--- config.mk ---
export PLATFORM = sky130hd
export DESIGN_NAME = ioctl_load_sequencer
export DESIGN_NICKNAME = d
export VERILOG_FILES = /design/src/rtl/ioctl_load_sequencer.sv
export SDC_FILE = /design/constraint.sdc
export NUM_CORES = 1
export LEC_CHECK = 0
export ABC_CLOCK_PERIOD_IN_PS = 2700
export BUFFER_PORTS_ARGS = -buffer_cell sky130_fd_sc_hd__buf_2
export CORE_UTILIZATION = 55
export DETAILED_ROUTE_END_ITERATION = 16
export PLACE_DENSITY = 0.84
export SYNTH_ARGS = -nofsm -noshare
export SYNTH_HDL_FRONTEND = slang
export SYNTH_SLANG_ARGS = --single-unit
--- constraint.sdc ---
create_clock -name clk_sys -period 2.7 [get_ports clk_sys]
set_input_delay 0.135 -clock clk_sys [delete_from_list [all_inputs] [get_ports clk_sys]]
set_output_delay 0.135 -clock clk_sys [all_outputs]
set_load 0.1 [all_outputs]
--- src/rtl/ioctl_load_sequencer.sv ---
// Bridges the hps_io ioctl stream to the core ROM port through a small FIFO, latches mod/DIP bytes
// and sequences core_reset. Define IOCTL_LOAD_SEQUENCER_CHECKSUM_EN to build the rom_sum adder.
module ioctl_load_sequencer #(
    parameter int FIFO_DEPTH = 4,
    parameter int RST_HOLD   = 64
) (
    input  logic        clk_sys,
    input  logic        reset,
    input  logic        ioctl_download,
    input  logic [7:0]  ioctl_index,
    input  logic        ioctl_wr,
    input  logic [24:0] ioctl_addr,
    input  logic [7:0]  ioctl_dout,
    output logic        ioctl_wait,
    output logic [15:0] rom_addr,
    output logic [7:0]  rom_data,
    output logic        rom_wr,
    input  logic        rom_ready,
    output logic [7:0]  mod,
    output logic [63:0] sw,
    output logic        core_reset,
    output logic        overflow,
    output logic [7:0]  rom_sum
);
    localparam int AW = $clog2(FIFO_DEPTH);
    localparam int CW = AW + 1;
    localparam int HW = $clog2(RST_HOLD + 1);

    typedef enum logic [1:0] {S_IDLE, S_LOAD, S_DRAIN, S_HOLD} state_t;

    state_t        state_q;
    logic [HW-1:0] hold_cnt_q;
    logic          core_reset_q;

    logic [23:0]   mem_q [FIFO_DEPTH];
    logic [AW-1:0] wr_ptr_q, wr_ptr_d;
    logic [AW-1:0] rd_ptr_q, rd_ptr_d;
    logic [CW-1:0] count_q, count_d;
    logic          overflow_q, overflow_d;
    logic [7:0]    mod_q, mod_d;
    logic [63:0]   sw_q, sw_d;

    logic rom_start, load_entry, rom_accept, rom_push, rom_pop, fifo_full;

    assign rom_start  = ioctl_download & (ioctl_index == 8'd0);
    assign load_entry = (state_q == S_IDLE) & rom_start;
    assign rom_accept = ioctl_wr & rom_start & (ioctl_addr[24:16] == 9'd0);
    assign fifo_full  = (count_q == CW'(FIFO_DEPTH));
    assign rom_wr     = (count_q != '0);
    assign rom_pop    = rom_wr & rom_ready;
    // A full FIFO still takes a byte when the head leaves in the same cycle.
    assign rom_push   = rom_accept & (~fifo_full | rom_pop);

    // Head entry is read first-word-fall-through; its slot is not rewritten until it pops.
    assign rom_addr   = mem_q[rd_ptr_q][23:8];
    assign rom_data   = mem_q[rd_ptr_q][7:0];
    // Raised one entry early so a strobe already in flight from the HPS still fits.
    assign ioctl_wait = (count_q >= CW'(FIFO_DEPTH - 1));

    assign core_reset = core_reset_q;
    assign overflow   = overflow_q;
    assign mod        = mod_q;
    assign sw         = sw_q;

    always_comb begin
        wr_ptr_d   = rom_push ? wr_ptr_q + AW'(1) : wr_ptr_q;
        rd_ptr_d   = rom_pop  ? rd_ptr_q + AW'(1) : rd_ptr_q;
        overflow_d = overflow_q | (rom_accept & fifo_full & ~rom_pop);
        count_d    = count_q;
        case ({rom_push, rom_pop})
            2'b10:   count_d = count_q + CW'(1);
            2'b01:   count_d = count_q - CW'(1);
            default: count_d = count_q;
        endcase
    end

    always_comb begin
        mod_d = mod_q;
        sw_d  = sw_q;
        if (ioctl_wr && ioctl_index == 8'd1)
            mod_d = ioctl_dout;
        if (ioctl_wr && ioctl_index == 8'd254 && ioctl_addr[24:3] == 22'd0)
            sw_d[{ioctl_addr[2:0], 3'b000} +: 8] = ioctl_dout;
    end

    always_ff @(posedge clk_sys) begin
        if (rom_push)
            mem_q[wr_ptr_q] <= {ioctl_addr[15:0], ioctl_dout};
    end

    always_ff @(posedge clk_sys or posedge reset) begin
        if (reset) begin
            wr_ptr_q   <= '0;
            rd_ptr_q   <= '0;
            count_q    <= '0;
            overflow_q <= 1'b0;
            mod_q      <= 8'd0;
            sw_q       <= 64'd0;
        end else begin
            wr_ptr_q   <= wr_ptr_d;
            rd_ptr_q   <= rd_ptr_d;
            count_q    <= count_d;
            overflow_q <= overflow_d;
            mod_q      <= mod_d;
            sw_q       <= sw_d;
        end
    end

    // core_reset is registered alongside the state, so it is high in every non-IDLE state.
    always_ff @(posedge clk_sys or posedge reset) begin
        if (reset) begin
            state_q      <= S_HOLD;
            hold_cnt_q   <= HW'(RST_HOLD);
            core_reset_q <= 1'b1;
        end else begin
            case (state_q)
                S_IDLE: begin
                    if (load_entry) begin
                        state_q      <= S_LOAD;
                        core_reset_q <= 1'b1;
                    end
                end
                S_LOAD: begin
                    if (!ioctl_download)
                        state_q <= S_DRAIN;
                end
                S_DRAIN: begin
                    if (rom_start) begin
                        state_q <= S_LOAD;
                    end else if (!rom_wr) begin
                        state_q    <= S_HOLD;
                        hold_cnt_q <= HW'(RST_HOLD);
                    end
                end
                S_HOLD: begin
                    if (rom_start) begin
                        state_q <= S_LOAD;
                    end else if (hold_cnt_q == HW'(1)) begin
                        state_q      <= S_IDLE;
                        core_reset_q <= 1'b0;
                    end else begin
                        hold_cnt_q <= hold_cnt_q - HW'(1);
                    end
                end
                default: begin
                    state_q      <= S_HOLD;
                    hold_cnt_q   <= HW'(RST_HOLD);
                    core_reset_q <= 1'b1;
                end
            endcase
        end
    end

`ifdef IOCTL_LOAD_SEQUENCER_CHECKSUM_EN
    logic [7:0] rom_sum_q, rom_sum_d;

    always_comb begin
        rom_sum_d = rom_sum_q;
        if (load_entry)
            rom_sum_d = 8'd0;
        else if (rom_pop)
            rom_sum_d = rom_sum_q + rom_data;
    end

    always_ff @(posedge clk_sys or posedge reset) begin
        if (reset)
            rom_sum_q <= 8'd0;
        else
            rom_sum_q <= rom_sum_d;
    end

    assign rom_sum = rom_sum_q;
`else
    assign rom_sum = 8'd0;
`endif

endmodule

==> results.toml, run 1 <==
[run_status]
outcome = "finished clean"

[critical_path]
cp_slowest_cell = "or4b_2"
critical_path_arrival_ns = 2.80
path_buf_inv = 4
end_kind = "flip-flop"
cp.required_ns = 2.99
reg2reg_to = "count_q[2]$_DFFE_PP0P_"
rrSetupSlack_ns = 0.29
path_cells = "dlygate4sd3_1 -> buf_2 -> inv_1 -> ha_1 -> buf_4 -> nor2_1 -> and2_1 -> or4b_2 -> nand2_1 -> o21ai_0"
path_delay_family = "simple AND/OR/NAND/NOR gates"
crit_type = "in -> reg"
crit_path_max_fanout = 9
start_kind = "input port"
max_stage_delay_ns = 0.74
r2r_start = "count_q[2]$_DFFE_PP0P_"
worst-r2r-cell-count = 9
startpoint = "ioctl_addr[2]"

[die]
pin_count = 154
rows = 42
core-area_um2 = 13450
die_y_um = 120.2
start_util_pct = 57.08
die_x_um = 120.2
die_area_um2 = 14440

[clock_tree]
path_clk_slew_ns = 0.06
cts.sinks = 186
cts_buffer_depth = 2
post_cts_buffers = 0
cts_max_level = 4
cts_tree = "done"
cts_root_buffer = "clkbuf_16"
clk_latency_ns = 0.41
cts_buffers = 17

[drt]
vias_per_cell = 5.626
routed_wl_um = 16460
route.detailed.drc = 0
detail-route-antenna-nets = 0
vias = 4692
routedWlPerCell_um = 19.74
drt-initial-drc-count = 324
firstDrtPassIters = 5

[run]
drv_cap = 0

[synth]
ys_warn_count = 0
yosysSeqAreaShare_pct = 66.94
ys_types = 59
ys_ff_latch = 186
syn_inst = 467
synth-async-reset-ratio_pct = 48.39
synthFlopType = "edfxtp_1"
synth_area_per_cell_um2 = 16.44
syn_area_um2 = 7679
synth_edf_count = 96

[placed_design]
dpl.hpwl_um = 11010
place_inst = 784
io_buffers = 145
dpl_cell_area_um2 = 8701
place_congestion = 0.7779

[timing]
setup_viol = 0
rsz0062_at_grt = "no"
finalClockSkew_ns = 0.008307
tightest_slew_ns = 0.6778
max_freq_ghz = 0.3973
fin_setup_tns_ns = 0
finalMaxSlewViolations = 0
fin_crit_ns = 2.517
final_hold_viol_count = 0
slew_headroom_pct = 54.57
fin_crit_sh_pct = 93.23

[global_routing]
grt_overflow_total = 0
grt_pass1_wl_um = 26140
grt_antenna_before_repair = 0
grt_pass1_vias = 4812
grt.total_usage_pct = 24.42
grt_start_max_net_pins = 40

[final_layout]
mostFrequentLayoutCell = "buf_2"
instances_no_fill = 834
antenna_cells = 0
design_area_um2 = 9448
final_cell_mix = "145 x buf_2, 96 x edfxtp_1, 85 x dfrtp_1"
num-nets-final = 700
layout-drive-gt1-share_pct = 45.44
post-route-util_pct = 70.23
syn2layout_area_growth_pct = 23.04

[hold_path]
holdPathEnd = "sw[62]$_DFFE_PP0P_"
hp-class = "in -> reg"
worstHoldStart = "ioctl_dout[6]"
hold_depth = 3

[pwr]
p_switching_mw = 3.471
clkPwrFrac_pct = 26.8
powerDensity_nw_per_um2 = 921.7
p_int_mw = 5.237
p_seq_share_pct = 37.8
peakVddDrop_mv = 0.4675
power_frac_comb_pct = 35.4
swShare_pct = 39.86
p_leak_nw = 4.270
==> worst max-delay path by stage <==
stage,depth (start not counted),end
after detailed placement,7,sw[51]$_DFFE_PP0P_
final,10,sw[61]$_DFFE_PP0P_
after global placement,7,sw[52]$_DFFE_PP0P_
after floorplan,9,count_q[2]$_DFFE_PP0P_
after global routing,10,sw[61]$_DFFE_PP0P_
after CTS,8,sw[50]$_DFFE_PP0P_
==> stage by stage <==
step | hold slack (ns) | setup slack (ns) | power, mW
global route | 0.09334 | 0.009687 | 9.033
global placement | 0.2399 | 0.1412 | 6.350
detailed placement | 0.2548 | 0.04471 | 6.418
floorplan | 0.2339 | 0.003343 | 5.932
finish | 0.1111 | 0.1827 | 8.708
CTS | 0.09315 | 0.07952 | 8.760
==> cell families (layout without fill, tap and decap cells) <==
logic type	count (synthesis)	after routing	share of synthesized area, %
DFF	186	186	66.94
and+or+nand+nor	106	106	8.180
muxes	91	91	17.26
buffers and inverters	37	221	2.379
AOI/OAI and AO/OA	30	30	2.835
adders and majority gates	9	9	1.564
xor gates and xnor gates	7	7	0.7985
other	1	8	0.04884
==> routing by layer <==
layer  part of all wire (%)  wire length, um  track usage [%]
met2                     51             8474            40.23
met1                     40             6665            31.70
met5                      0                0                0
met4                    1.5              255            7.422
met3                    6.5             1063            6.654
==> worst reg2reg max path, cell delays in order, from the launching register on <==
cell and delay [ns]:
dfrtp_1 0.48, nor3_4 0.34, clkinvlp_4 0.21, nand2_2 0.11
nor2_1 0.06, fa_1 0.39, nand2b_1 0.17, or3_1 0.33
o22ai_1 0.15, a311o_1 0.13
==> power groups by stage <==
stage	logic [mW]	registers [mW]	clock network [mW]
global route	3.22	3.31	2.49
CTS	3.10	3.29	2.37
global placement	3.01	3.34	0
detailed placement	3.07	3.34	0
floorplan	2.64	3.29	0
finish	3.09	3.29	2.33
==> layout make-up <==
class,count,area [um2]
Fill cell,928,4005
Multi-Input combinational cell,251,2399
Sequential cell,186,5141
Clock inverter,8,58.81
Tap cell,176,220.2
Timing Repair Buffer,177,1074
Clock buffer,24,505.5
Inverter,12,50.05
==> sequential cells by signal, indices dropped and copies added, names as in the netlist <==
signal,count
wr_ptr_q,2
overflow,1
core_reset,1
rd_ptr_q,2
mod,8
mem_q,96
hold_cnt_q,7
sw,64
count_q,3
state_q,2
==> repair_timing <==
item                       CTS  global route
hold buffers                18             0
gates resized for setup      0             1
hold endpoints to repair    98             0
setup endpoints to repair    0             1
==> cells in the mapped netlist, types with 2 or more instances <==
cell type	n	share of area, %
nand4_1	4	0.33
buf_2	2	0.13
and4b_1	4	0.52
mux2_4	8	1.6
and2_1	6	0.49
nor4b_1	2	0.23
ha_1	8	1.3
nor2b_1	3	0.24
dfrtp_1	86	28
nand4b_1	2	0.23
nor2_1	13	0.64
buf_4	9	0.88
nor4_1	4	0.33
mux4_2	24	7.0
clkbuf_1	11	0.54
nor3_2	2	0.26
xnor2_1	6	0.68
inv_1	12	0.59
edfxtp_1	96	38
or3_1	2	0.16
dfstp_2	4	1.4
buf_1	2	0.098
a22o_1	4	0.46
or4b_2	2	0.26
nand3_1	10	0.65
nand2_1	26	1.3
nor3_1	9	0.59
a21oi_1	4	0.26
o22ai_1	2	0.16
a21o_1	2	0.20
o211ai_1	4	0.39
and3_1	2	0.16
o21ai_0	6	0.39
mux2_2	59	8.7
nand2b_1	3	0.24
Note: power is estimated with default switching activity, not from simulation.
==> inputs of run 2 (changes only) <==
Settings changed: SETUP_SLACK_MARGIN set to 0.2, SLEW_MARGIN set to 30.
==> run 2 against run 1 <==
Clock skew fell by 0.00076 ns. Worst setup slack better by 0.14 ns. Cell area grew 0.29%. Non-clock buffer count is 3 higher. Sequential power hardly changed. Sequential cell count unchanged. Wire length is 2.9% higher.
==> results.toml, run 2 (same netlist as run 1, synthesis figures left out) <==
[placed_design]
dpl.hpwl_um = 11140
io_buffers = 145
place_inst = 788
dpl_cell_area_um2 = 8726
place_congestion = 0.7792

[final_layout]
fillers = 932
syn2layout_area_growth_pct = 23.40
final_cell_mix = "145 x buf_2, 96 x edfxtp_1, 85 x dfrtp_1"
largest_reg_flops = 96
regMostFlops = "mem_q"
num-nets-final = 703
instances_no_fill = 838
mostFrequentLayoutCell = "buf_2"
layout-drive-gt1-share_pct = 46.75
design_area_um2 = 9475

[pwr]
p_seq_share_pct = 37.1
powerDensity_nw_per_um2 = 928.0
swShare_pct = 40.20
power_frac_comb_pct = 35.3
p_leak_nw = 4.273
p_switching_mw = 3.534
p_int_mw = 5.258
clkPwrFrac_pct = 27.6
peakVddDrop_mv = 0.4991

[critical_path]
critical_path_arrival_ns = 2.69
end_kind = "flip-flop"
cp.required_ns = 3.01
crit_path_max_fanout = 10
crit_type = "reg -> reg"
start_kind = "flip-flop"

[clock_tree]
cts_buffers = 17
path_clk_slew_ns = 0.07
cts_tree = "done"
cts.sinks = 186
cts_max_level = 4
cts_root_buffer = "clkbuf_16"
cts_buffer_depth = 2
clk_latency_ns = 0.43

[timing]
rsz0062_at_grt = "no"
tightest_slew_ns = 0.6753
max_freq_ghz = 0.4209
fin_crit_ns = 2.376
slew_headroom_pct = 54.71
fin_setup_tns_ns = 0
final_hold_viol_count = 0
fin_crit_sh_pct = 87.99
setup_viol = 0
finalMaxSlewViolations = 0
finalClockSkew_ns = 0.007550

[global_routing]
grt_pass1_vias = 4784
grt_overflow_total = 0
grt_pass1_wl_um = 26290
grt_start_max_net_pins = 53
grt_antenna_before_repair = 2
grt.total_usage_pct = 24.85

[die]
die_x_um = 120.2
die_y_um = 120.2
core-area_um2 = 13450
die_area_um2 = 14440
pin_count = 154
start_util_pct = 57.08
rows = 42

[drt]
routedWlPerCell_um = 20.20
detail-route-antenna-nets = 0
firstDrtPassIters = 5
vias = 4763
vias_per_cell = 5.684
routed_wl_um = 16930
route.detailed.drc = 0
drt-initial-drc-count = 274

[run]
drv_cap = 0

[hold_path]
hp-class = "in -> reg"

[run_status]
outcome = "finished clean"
[run 2: cell count changes in the layout (fill, tap and decap cells not counted), moves of 2 or more]
cell        delta
and2_2         +4
and2_1         -4
inv_6          +2
clkinv_1       +2
clkinvlp_4     +3
clkbuf_1       -3
clkbuf_16      -2
buf_4          +5
clkinv_4       -2
bufinv_16      +2
[run 2: path summary, 6_finish.rpt]
path                                              start                      end  slack [ns]  depth (start not counted)
worst max-delay path             count_q[0]$_DFFE_PP0P_   count_q[2]$_DFFE_PP0P_        0.32                          8
worst min-delay path                          rom_ready  rd_ptr_q[0]$_DFFE_PP0P_        0.09                          3
worst max register to register   count_q[0]$_DFFE_PP0P_   count_q[2]$_DFFE_PP0P_        0.32                          8
worst min register to register  rd_ptr_q[1]$_DFFE_PP0P_  rd_ptr_q[1]$_DFFE_PP0P_        0.48                          1
max in group asynchronous                         reset   state_q[1]$_DFFE_PP1P_        1.59                          4
min in group asynchronous                         reset       mod[0]$_DFFE_PP0P_        0.34                          3
[run 2: what timing repair did]
action                                 in CTS  in global routing
setup buffers                               0                  0
gates resized for setup                     0                  1
endpoints found under the hold margin     110                  0
setup endpoints to repair                   0                  8
hold buffers                               17                  0
[run 2: area by class of cell]
class | count | area [um2] | share of cell area, %
Tap cell | 176 | 220.2 | 2.324
Sequential cell | 186 | 5141 | 54.26
Timing Repair Buffer | 180 | 1081 | 11.41
Clock inverter | 15 | 147.6 | 1.558
Clock buffer | 17 | 425.4 | 4.490
Multi-Input combinational cell | 251 | 2406 | 25.39
Inverter | 12 | 51.30 | 0.5414
Antenna cell | 1 | 2.502 | 0.02641
[run 2: power by group through the flow]
stage / clock [mW] / sequential [mW] / combinational, mW
final: 2.42 / 3.27 / 3.10
after detailed placement: 0 / 3.32 / 3.09
after global routing: 2.57 / 3.29 / 3.24
after global placement: 0 / 3.31 / 3.02
after floorplan: 0 / 3.29 / 2.66
after CTS: 2.46 / 3.26 / 3.11
[run 2: per-stage QoR]
stage                     worst slack [ns]  power (mW)  util [%]  hold WS [ns]
final                               0.3242       8.793     70.43       0.08627
after global routing                0.2075       9.096     70.43       0.07370
after CTS                           0.2212       8.834     70.39       0.06734
after detailed placement            0.1080       6.402     64.86        0.3244
after global placement              0.1781       6.325     64.86        0.3120
after floorplan                    0.06535       5.947         -        0.2339
[run 2: critical path: stages, from the launching register on]
cell        delay [ns]
dfrtp_1           0.53
nor3_4            0.33
clkinvlp_4        0.20
nand2_2           0.11
nor2_1            0.06
fa_2              0.35
nand2b_1          0.18
o211a_1           0.22
a311o_1           0.30
[run 2: per-layer routing]
| layer | routed length (um) | track usage [%] | share of wire, % | up-vias |
|---|---|---|---|---|
| met4 | 257 | 7.734 | 1.5 | 2 |
| li1 | - | - | - | 2124 |
| met3 | 1216 | 7.462 | 7.2 | 25 |
| met1 | 7199 | 34.07 | 43 | 2414 |
| met2 | 8248 | 38.36 | 49 | 198 |
| met5 | 8 | 0 | 0.047 | - |
